`config.mk`:
```
export PLATFORM = sky130hd
export DESIGN_NAME = irq_encoder_8to3
export DESIGN_NICKNAME = d
export VERILOG_FILES = /design/src/rtl/irq_encoder_8to3.sv
export SDC_FILE = /design/constraint.sdc
export NUM_CORES = 1
export LEC_CHECK = 0
export CAP_MARGIN = 20
export CELL_PAD_IN_SITES_DETAIL_PLACEMENT = 1
export CELL_PAD_IN_SITES_GLOBAL_PLACEMENT = 1
export CORE_UTILIZATION = 24
export CTS_BUF_LIST = sky130_fd_sc_hd__clkbuf_16
export DETAILED_ROUTE_END_ITERATION = 6
export HOLD_SLACK_MARGIN = 0.15
export PLACE_DENSITY = 0.83
export RECOVER_POWER = 50
export SYNTH_ARGS = -nofsm -noshare
export SYNTH_HDL_FRONTEND = slang
export SYNTH_SLANG_ARGS = --single-unit
```
`constraint.sdc`:
```
create_clock -name clk -period 1.6 [get_ports clk]
set_input_delay 0.16 -clock clk [delete_from_list [all_inputs] [get_ports clk]]
set_output_delay 0.16 -clock clk [all_outputs]
set_load 0.02 [all_outputs]
```
`src/rtl/irq_encoder_8to3.sv`:
```
// -----------------------------------------------------------------------------
// irq_encoder_8to3
//
// Registered 8-to-3 priority encoder with per-source pending latches and a
// valid/ready grant handshake toward the core's exception/cause logic.
//
// Each request line sets a pending bit:
//   - edge sources (EDGE_MASK[i]=1) on a rising edge of req_i[i]
//   - level sources (EDGE_MASK[i]=0) whenever req_i[i] is high
// Pending bits are set regardless of mask_i. mask_i only decides which
// pending bits may be granted. A grant is presented as out_idx_o with
// out_valid_o. The index stays frozen until the consumer accepts it.
// On accept, the granted pending bit is cleared.
//
// Parameters:
//   EDGE_MASK   per-source trigger mode, 1 = rising edge, 0 = level
//   HIGH_FIRST  1 = index 7 has highest priority, 0 = index 0 has highest
//
// Ports:
//   clk          system clock, rising edge
//   rst_n        asynchronous active-low reset
//   req_i[7:0]   request lines, synchronous to clk
//   mask_i[7:0]  per-source enable for selection, 1 = enabled
//   out_valid_o  out_idx_o holds a grant
//   out_idx_o    encoded source index (bit i <-> code i)
//   out_ready_i  consumer accepts when out_valid_o & out_ready_i
//   pend_o[7:0]  raw pending register (unmasked), for status reads
//   any_pend_o   |(pend & mask_i), combinational from the pending register
//
// Optional feature, enabled by defining IRQ_ENC_OVF_EN:
//   ovf_clr_i    clears all sticky overflow flags (a simultaneous set wins)
//   ovf_o[7:0]   sticky flag: an edge arrived for an edge source whose pending
//                bit was already set and was not being cleared that cycle
// When the macro is undefined, those ports are absent. Edges that arrive
// while the source is already pending are merged into the pending bit.
// -----------------------------------------------------------------------------
module irq_encoder_8to3 #(
    parameter logic [7:0] EDGE_MASK  = 8'h00,
    parameter bit         HIGH_FIRST = 1'b1
) (
    input  logic       clk,
    input  logic       rst_n,
    input  logic [7:0] req_i,
    input  logic [7:0] mask_i,
    output logic       out_valid_o,
    output logic [2:0] out_idx_o,
    input  logic       out_ready_i,
    output logic [7:0] pend_o,
    output logic       any_pend_o
`ifdef IRQ_ENC_OVF_EN
    ,
    input  logic       ovf_clr_i,
    output logic [7:0] ovf_o
`endif
);

    typedef enum logic [0:0] {
        ST_IDLE    = 1'b0,
        ST_PRESENT = 1'b1
    } state_t;

    // Fixed-priority encoder over the candidate vector. With HIGH_FIRST the
    // upward scan lets the highest set bit overwrite lower ones. Without it,
    // the downward scan lets the lowest set bit win.
    function automatic logic [2:0] prio_enc(input logic [7:0] cand, input bit high_first);
        logic [2:0] idx;
        idx = 3'd0;
        if (high_first) begin
            for (int i = 0; i < 8; i++) begin
                idx = cand[i] ? i[2:0] : idx;
            end
        end else begin
            for (int i = 7; i >= 0; i--) begin
                idx = cand[i] ? i[2:0] : idx;
            end
        end
        return idx;
    endfunction

    // 3-bit index to one-hot select. This is the inverse of prio_enc for a
    // single-bit input.
    function automatic logic [7:0] idx_dec(input logic [2:0] idx);
        return 8'b0000_0001 << idx;
    endfunction

    state_t     state_r;
    logic [7:0] req_q_r;
    logic [7:0] pend_r;
    logic       out_valid_r;
    logic [2:0] out_idx_r;

    logic [7:0] edge_s;
    logic [7:0] set_s;
    logic [7:0] clr_s;
    logic [7:0] cand_s;
    logic [7:0] pend_nxt_s;
    logic       accept_s;

    // The edge detector compares against the previous sample. Because req_q_r
    // resets to 0, a line that is already high on the first cycle after reset
    // counts as an edge.
    assign edge_s   = req_i & ~req_q_r;
    assign set_s    = (edge_s & EDGE_MASK) | (req_i & ~EDGE_MASK);
    assign accept_s = out_valid_r & out_ready_i;
    assign cand_s   = pend_r & mask_i;

    // Clear mask for the granted source on accept. A set in the same cycle
    // overrides this clear, so a level source that is still active re-pends
    // immediately.
    always_comb begin
        clr_s = 8'h00;
        if (accept_s) begin
            clr_s = idx_dec(out_idx_r);
        end else begin
            clr_s = 8'h00;
        end
        pend_nxt_s = (pend_r & ~clr_s) | set_s;
    end

    // Request sampling and pending latches.
    always_ff @(posedge clk or negedge rst_n) begin
        if (!rst_n) begin
            req_q_r <= 8'h00;
            pend_r  <= 8'h00;
        end else begin
            req_q_r <= req_i;
            pend_r  <= pend_nxt_s;
        end
    end

    // Grant FSM. The index is captured only on IDLE->PRESENT. The index then
    // stays frozen until accept, even if the source is masked or its request
    // drops. The mandatory IDLE cycle after accept gives a settled pending
    // vector for the next selection.
    always_ff @(posedge clk or negedge rst_n) begin
        if (!rst_n) begin
            state_r     <= ST_IDLE;
            out_valid_r <= 1'b0;
            out_idx_r   <= 3'd0;
        end else begin
            case (state_r)
                ST_IDLE: begin
                    if (|cand_s) begin
                        state_r     <= ST_PRESENT;
                        out_valid_r <= 1'b1;
                        out_idx_r   <= prio_enc(cand_s, HIGH_FIRST);
                    end else begin
                        state_r     <= ST_IDLE;
                        out_valid_r <= 1'b0;
                    end
                end
                ST_PRESENT: begin
                    if (out_ready_i) begin
                        state_r     <= ST_IDLE;
                        out_valid_r <= 1'b0;
                    end else begin
                        state_r     <= ST_PRESENT;
                        out_valid_r <= 1'b1;
                    end
                end
                default: begin
                    state_r     <= ST_IDLE;
                    out_valid_r <= 1'b0;
                end
            endcase
        end
    end

    assign out_valid_o = out_valid_r;
    assign out_idx_o   = out_idx_r;
    assign pend_o      = pend_r;
    assign any_pend_o  = |cand_s;

`ifdef IRQ_ENC_OVF_EN
    logic [7:0] ovf_r;
    logic [7:0] ovf_set_s;
    logic [7:0] ovf_nxt_s;

    // An edge is lost only when it lands on a bit that is still pending after
    // this cycle. An edge on a bit that is being accepted in the same cycle
    // simply re-pends that bit.
    assign ovf_set_s = edge_s & EDGE_MASK & pend_r & ~clr_s;

    // Sticky overflow flags. On a clear, only the flags raised this cycle
    // survive, so a new overflow is never lost behind a clear.
    always_comb begin
        ovf_nxt_s = 8'h00;
        if (ovf_clr_i) begin
            ovf_nxt_s = ovf_set_s;
        end else begin
            ovf_nxt_s = ovf_r | ovf_set_s;
        end
    end

    // Overflow flag register.
    always_ff @(posedge clk or negedge rst_n) begin
        if (!rst_n) begin
            ovf_r <= 8'h00;
        end else begin
            ovf_r <= ovf_nxt_s;
        end
    end

    assign ovf_o = ovf_r;
`endif

endmodule

```
# Yosys cells after proc, flatten, opt, wreduce, memory -nomap -nowiden
# Index checks and enable logic that the tools add are counted.
[classes]
reduce_logical = 2
bitwise_logic = 6
n_mux = 11
shifts = 1
[op_table]
columns = ["op", "count"]
rows = [
  ["8-bit AND", 2],
  ["3-bit two-way mux", 4],
  ["8-bit two-way mux", 1],
  ["8-bit inverter", 1],
  ["8-bit bitwise OR", 1],
  ["8-bit OR reduction", 1],
  ["1-bit by 3-bit << shifter with 8-bit output (first input constant)", 1],
  ["2-bit two-way mux", 2],
  ["1-bit two-way mux", 3],
  ["1-bit one-hot mux with 2 select lines", 1],
  ["2-bit AND reduction", 1],
  ["1-bit AND", 1],
  ["1-bit inverter", 1],
]
[totals]
reg_bits = 12
elab_cells = 23

# Longest topological paths before layout
# Gate-level depths: netlist of run 1.
[logic_depth]
word_depth = 8
depth_mapped = 4
ltp_nobuf = 4

# Worst setup path after synthesis of run 1
# OpenSTA, ideal clock, no wires.
[synth_path]
path_kind = "reg2reg"
start = "register pend_r[4] (netlist: pend_o[4])"
end = "register out_idx_r[0] (netlist: out_idx_o[0])"
arrival_ns = 1.764
required_ns = 1.475
stages_incl_launch_ff = 5
path_slack_ns = -0.289
n_path_buf = 0
path_cell_list = "dfrtp_1 a22o_1 or4_4 nor2b_4 mux2_4"
[synth_rtl]
columns = ["element", "line_no", "source"]
rows = [
  ["start, declared", "88", "logic [7:0] pend_r;"],
  ["start signal, assigned", "127", "pend_r <= pend_nxt_s;"],
  ["8-bit AND", "105", "assign cand_s = pend_r & mask_i;"],
  ["8-bit OR reduction", "n/a", ""],
  ["named net any_pend_o", "49", "output logic any_pend_o"],
  ["2-bit AND reduction (no source line)", "n/a", ""],
  ["end signal, assigned", "146", "out_idx_r <= prio_enc(cand_s, HIGH_FIRST);"],
  ["end, declared", "90", "logic [2:0] out_idx_r;"],
]
# The timed path passes the listed nets, and every way through them passes these cells.
# A chain may end at the register's enable or synchronous reset.

# Worst setup path after layout of run 1
[layout_path]
start = "register pend_r[1] (netlist: pend_o[1])"
end = "register out_idx_r[0] (netlist: out_idx_o[0])"
[layout_between]
elab_chain_cells = 8
[layout_rtl]
columns = ["element", "line_no", "source"]
rows = [
  ["8-bit AND (*)", "105", ""],
  ["1-bit two-way mux", "70", "idx = cand[i] ? i[2:0] : idx;"],
  ["2-bit two-way mux (2 in series)", "70", ""],
  ["3-bit two-way mux (4 in series)", "70", ""],
]
# Mark *: on every way between the ends. The rest lies on a longest branch, timed or not.

==> results of run 1 <==
-- power groups by stage --
stage / Clock [mW] / Sequential, mW / Combinational, mW
3_5_place_dp: 0 / 0.369 / 0.270
5_1_grt: 0.483 / 0.369 / 0.294
2_1_floorplan: 0 / 0.401 / 0.0714
6_report: 0.466 / 0.365 / 0.272
4_1_cts: 0.471 / 0.365 / 0.276
3_3_place_gp: 0 / 0.366 / 0.261
-- synth_stat cells, drive strengths merged --
| master | count |
|---|---|
| mux2 | 1 |
| a32oi | 2 |
| nor2 | 3 |
| nand2b | 10 |
| o22ai | 1 |
| inv | 2 |
| o31ai | 2 |
| a21oi | 2 |
| nand3 | 2 |
| nand2 | 5 |
| a22o | 4 |
| nor2b | 1 |
| o21ai | 9 |
| or4 | 1 |
| dfrtp | 12 |
-- final timing paths --
check                           slack [ns]                      from                        to
min in group clk                      0.48                  req_i[7]       pend_o[7]$_DFF_PN0_
worst max register to register       -0.21       pend_o[1]$_DFF_PN0_  out_idx_o[0]$_DFFE_PN0P_
worst max-delay path                 -0.21       pend_o[1]$_DFF_PN0_  out_idx_o[0]$_DFFE_PN0P_
max in group asynchronous             0.85                     rst_n       pend_o[2]$_DFF_PN0_
worst min-delay path                  0.35                     rst_n     out_valid_o$_DFF_PN0_
worst min register to register        0.59  out_idx_o[2]$_DFFE_PN0P_  out_idx_o[2]$_DFFE_PN0P_
-- per-layer routing --
layer  vias to the layer above  part of all wire [%]
met2                        20                    56
met5                         -                     0
met3                         0                   4.9
li1                        302                     -
met1                       314                    39
met4                         0                     0
-- what timing repair did --
action,CTS,global route
setup buffers,1,0
setup endpoints to repair,4,4
pin swaps,2,1
resized for setup,5,0
-- cell type report --
class | instances | share of cell area [%]
Timing Repair Buffer | 44 | 36.8
Sequential cell | 12 | 27.6
Multi-Input combinational cell | 43 | 24.6
Clock buffer | 3 | 6.80
Tap cell | 28 | 3.17
Inverter | 2 | 0.680
Clock inverter | 1 | 0.340
-- registers in the layout (all words and copies together), names as in the netlist --
signal / flops
out_idx_o: 3
out_valid_o: 1
pend_o: 8
-- logic make-up after synthesis --
kind of cell,count (synthesis)
AND/OR/NAND/NOR,22
AO/OA/AOI/OAI,20
flip-flops,12
buffers and inverters,2
multiplexers,1
-- worst max-delay path, delay by kind of cell (launching register included) --
family,cells,cell delay (ns)
flops,1,0.40
mux,1,0.29
buf+inv,1,0.13
compound gates,1,0.22
simple gates,2,0.66
==> run metrics, run 1 <==
status finished, violations left; violated checks setup timing; mux contribution to synthesized area approximately 2.6%; GRT overflow 0; routed vias/inst 4.78; # port buffers 31; Adder-Cell Fraction of Synth Area 0%; GRT Util Overall approximately 18%; CTS tree done; Clk pwr share 42.3%; WL/cell 15.3 µm; fin nets ~130; max_slew headroom between 60% and 70%; TritonCTS Sinks 12; worst skew pair latency 0.24 ns; largest net degree at the start of global routing 13; Peak VDD IR 0.678 mV; Cell Area, Synth 579 µm²; Critical Path RT 1.73 ns; Num CTS Buffers 3; Placed Area 0.00102 mm²; gr busiest metal met2; Detailed Route WL 2030 µm; type of destination of the critical path register; footprint of the multi-input gates 272 µm²; number of global-route vias before repair 694; yosys warns 0; CP Data Arrival Time 1.94 ns; Synth Area per Inst 10.2 µm²; antenna violations before repair 0; worst path cell trace a22o_1, or4_4, buf_6, nor2b_4, mux2_4; worst slack, placed -0.492 ns; Starting Density between 20 and 30%; initial DRC count 3; H-tree depth 1; top cell type's share of synthesized area around 52%; setup TNS -0.493 ns; hold buffers post-CTS 0; Hold Fails Final Rpt 0; core area roughly 0.0022 mm²; Final Util roughly half; most frequent cells in the layout clkdlybuf4s50_1 (29), buf_4 (12), nand2b_1 (10); Yosys cell types 15; fmax 0.552 GHz; fin. max-slew vios 0; kind of critical path reg -> reg; Worst R2R Path Depth 5; Compound-Gate Fraction of Synth Area 22.2%; sw power approximately 290 µW; DP HPWL 1600 µm; top post-synthesis cells by area dfrtp_1 (52%), nand2b_1 (11%), o21ai_0 (7.8%); Seq pwr share 33.1%; drt pass-1 iters 4; register area 305 µm²; Hold Crit Class in -> async; largest family of logic cells by synthesized area compound AO/OA/AOI/OAI gates; Post-Route Hold Slack 0.350 ns; Max Root-Sink Buffers 2; grt met3 use approximately 4.5%; combinational power share 24.7%; Antenna diodes 0; DRC violations left 0; clock skew 0.00138 ns; Seq cells post-synth 12; CP max FO 2; Leakage Power 0.451 nW; RSZ-0062 raised after global routing yes; DR vias 636; first-pass GRT wire length 3300 µm; final instance area 0.00110 mm²; final total power 1.10 mW; Die Wd between 50 and 60 µm; simple-gate portion of the synthesized area 22.0%; Clk Tree Root Cell clkbuf_16; switching share of power 26.4%; Die Height 51.1 µm; Area growth syn-to-layout 90.7%; DP Cell Count around 130; Least-Margin Pin Slew about 0.56 ns; final setup vio count 3; Tcrit/Tclk final 113%; post-synthesis sequential area ratio slightly above 50%; cells after synthesis 57; minimum clock period 1.81 ns; share of layout cells above drive strength 1 22.9%; Max Cap Viol 0; Setup WS post-layout -0.212 ns; Worst-path clk slew roughly 0.04 ns; DIE AREA 0.00261 mm²; type of origin of the critical path register; commonest non-fill, non-tap cell in the layout clkdlybuf4s50_1; Syn Nets 76; Top-Level Pins 32; Synth area leader dfrtp_1; internal power slightly above 800 µW; max incr delay on CP 0.54 ns; Post-DRT Antenna Nets 0; post-route insts no fill approximately 130; Slowest-stage cell, CP or4_4; gpl congestion around 0.77; met2 usage 34.6%; placement row count 17; M1 GR Usage a little under a fifth; Post-Synth XOR/XNOR Area 0%; Pwr Density 999 mW/mm²; Fillers 255
Power figures use the tool's default switching activity.
==> inputs of run 2 (changes only) <==
TNS_END_PERCENT = 20   (was not set)
==> results of run 2 <==
No change in the layout: final DEF, timing and power equal those of run 1.
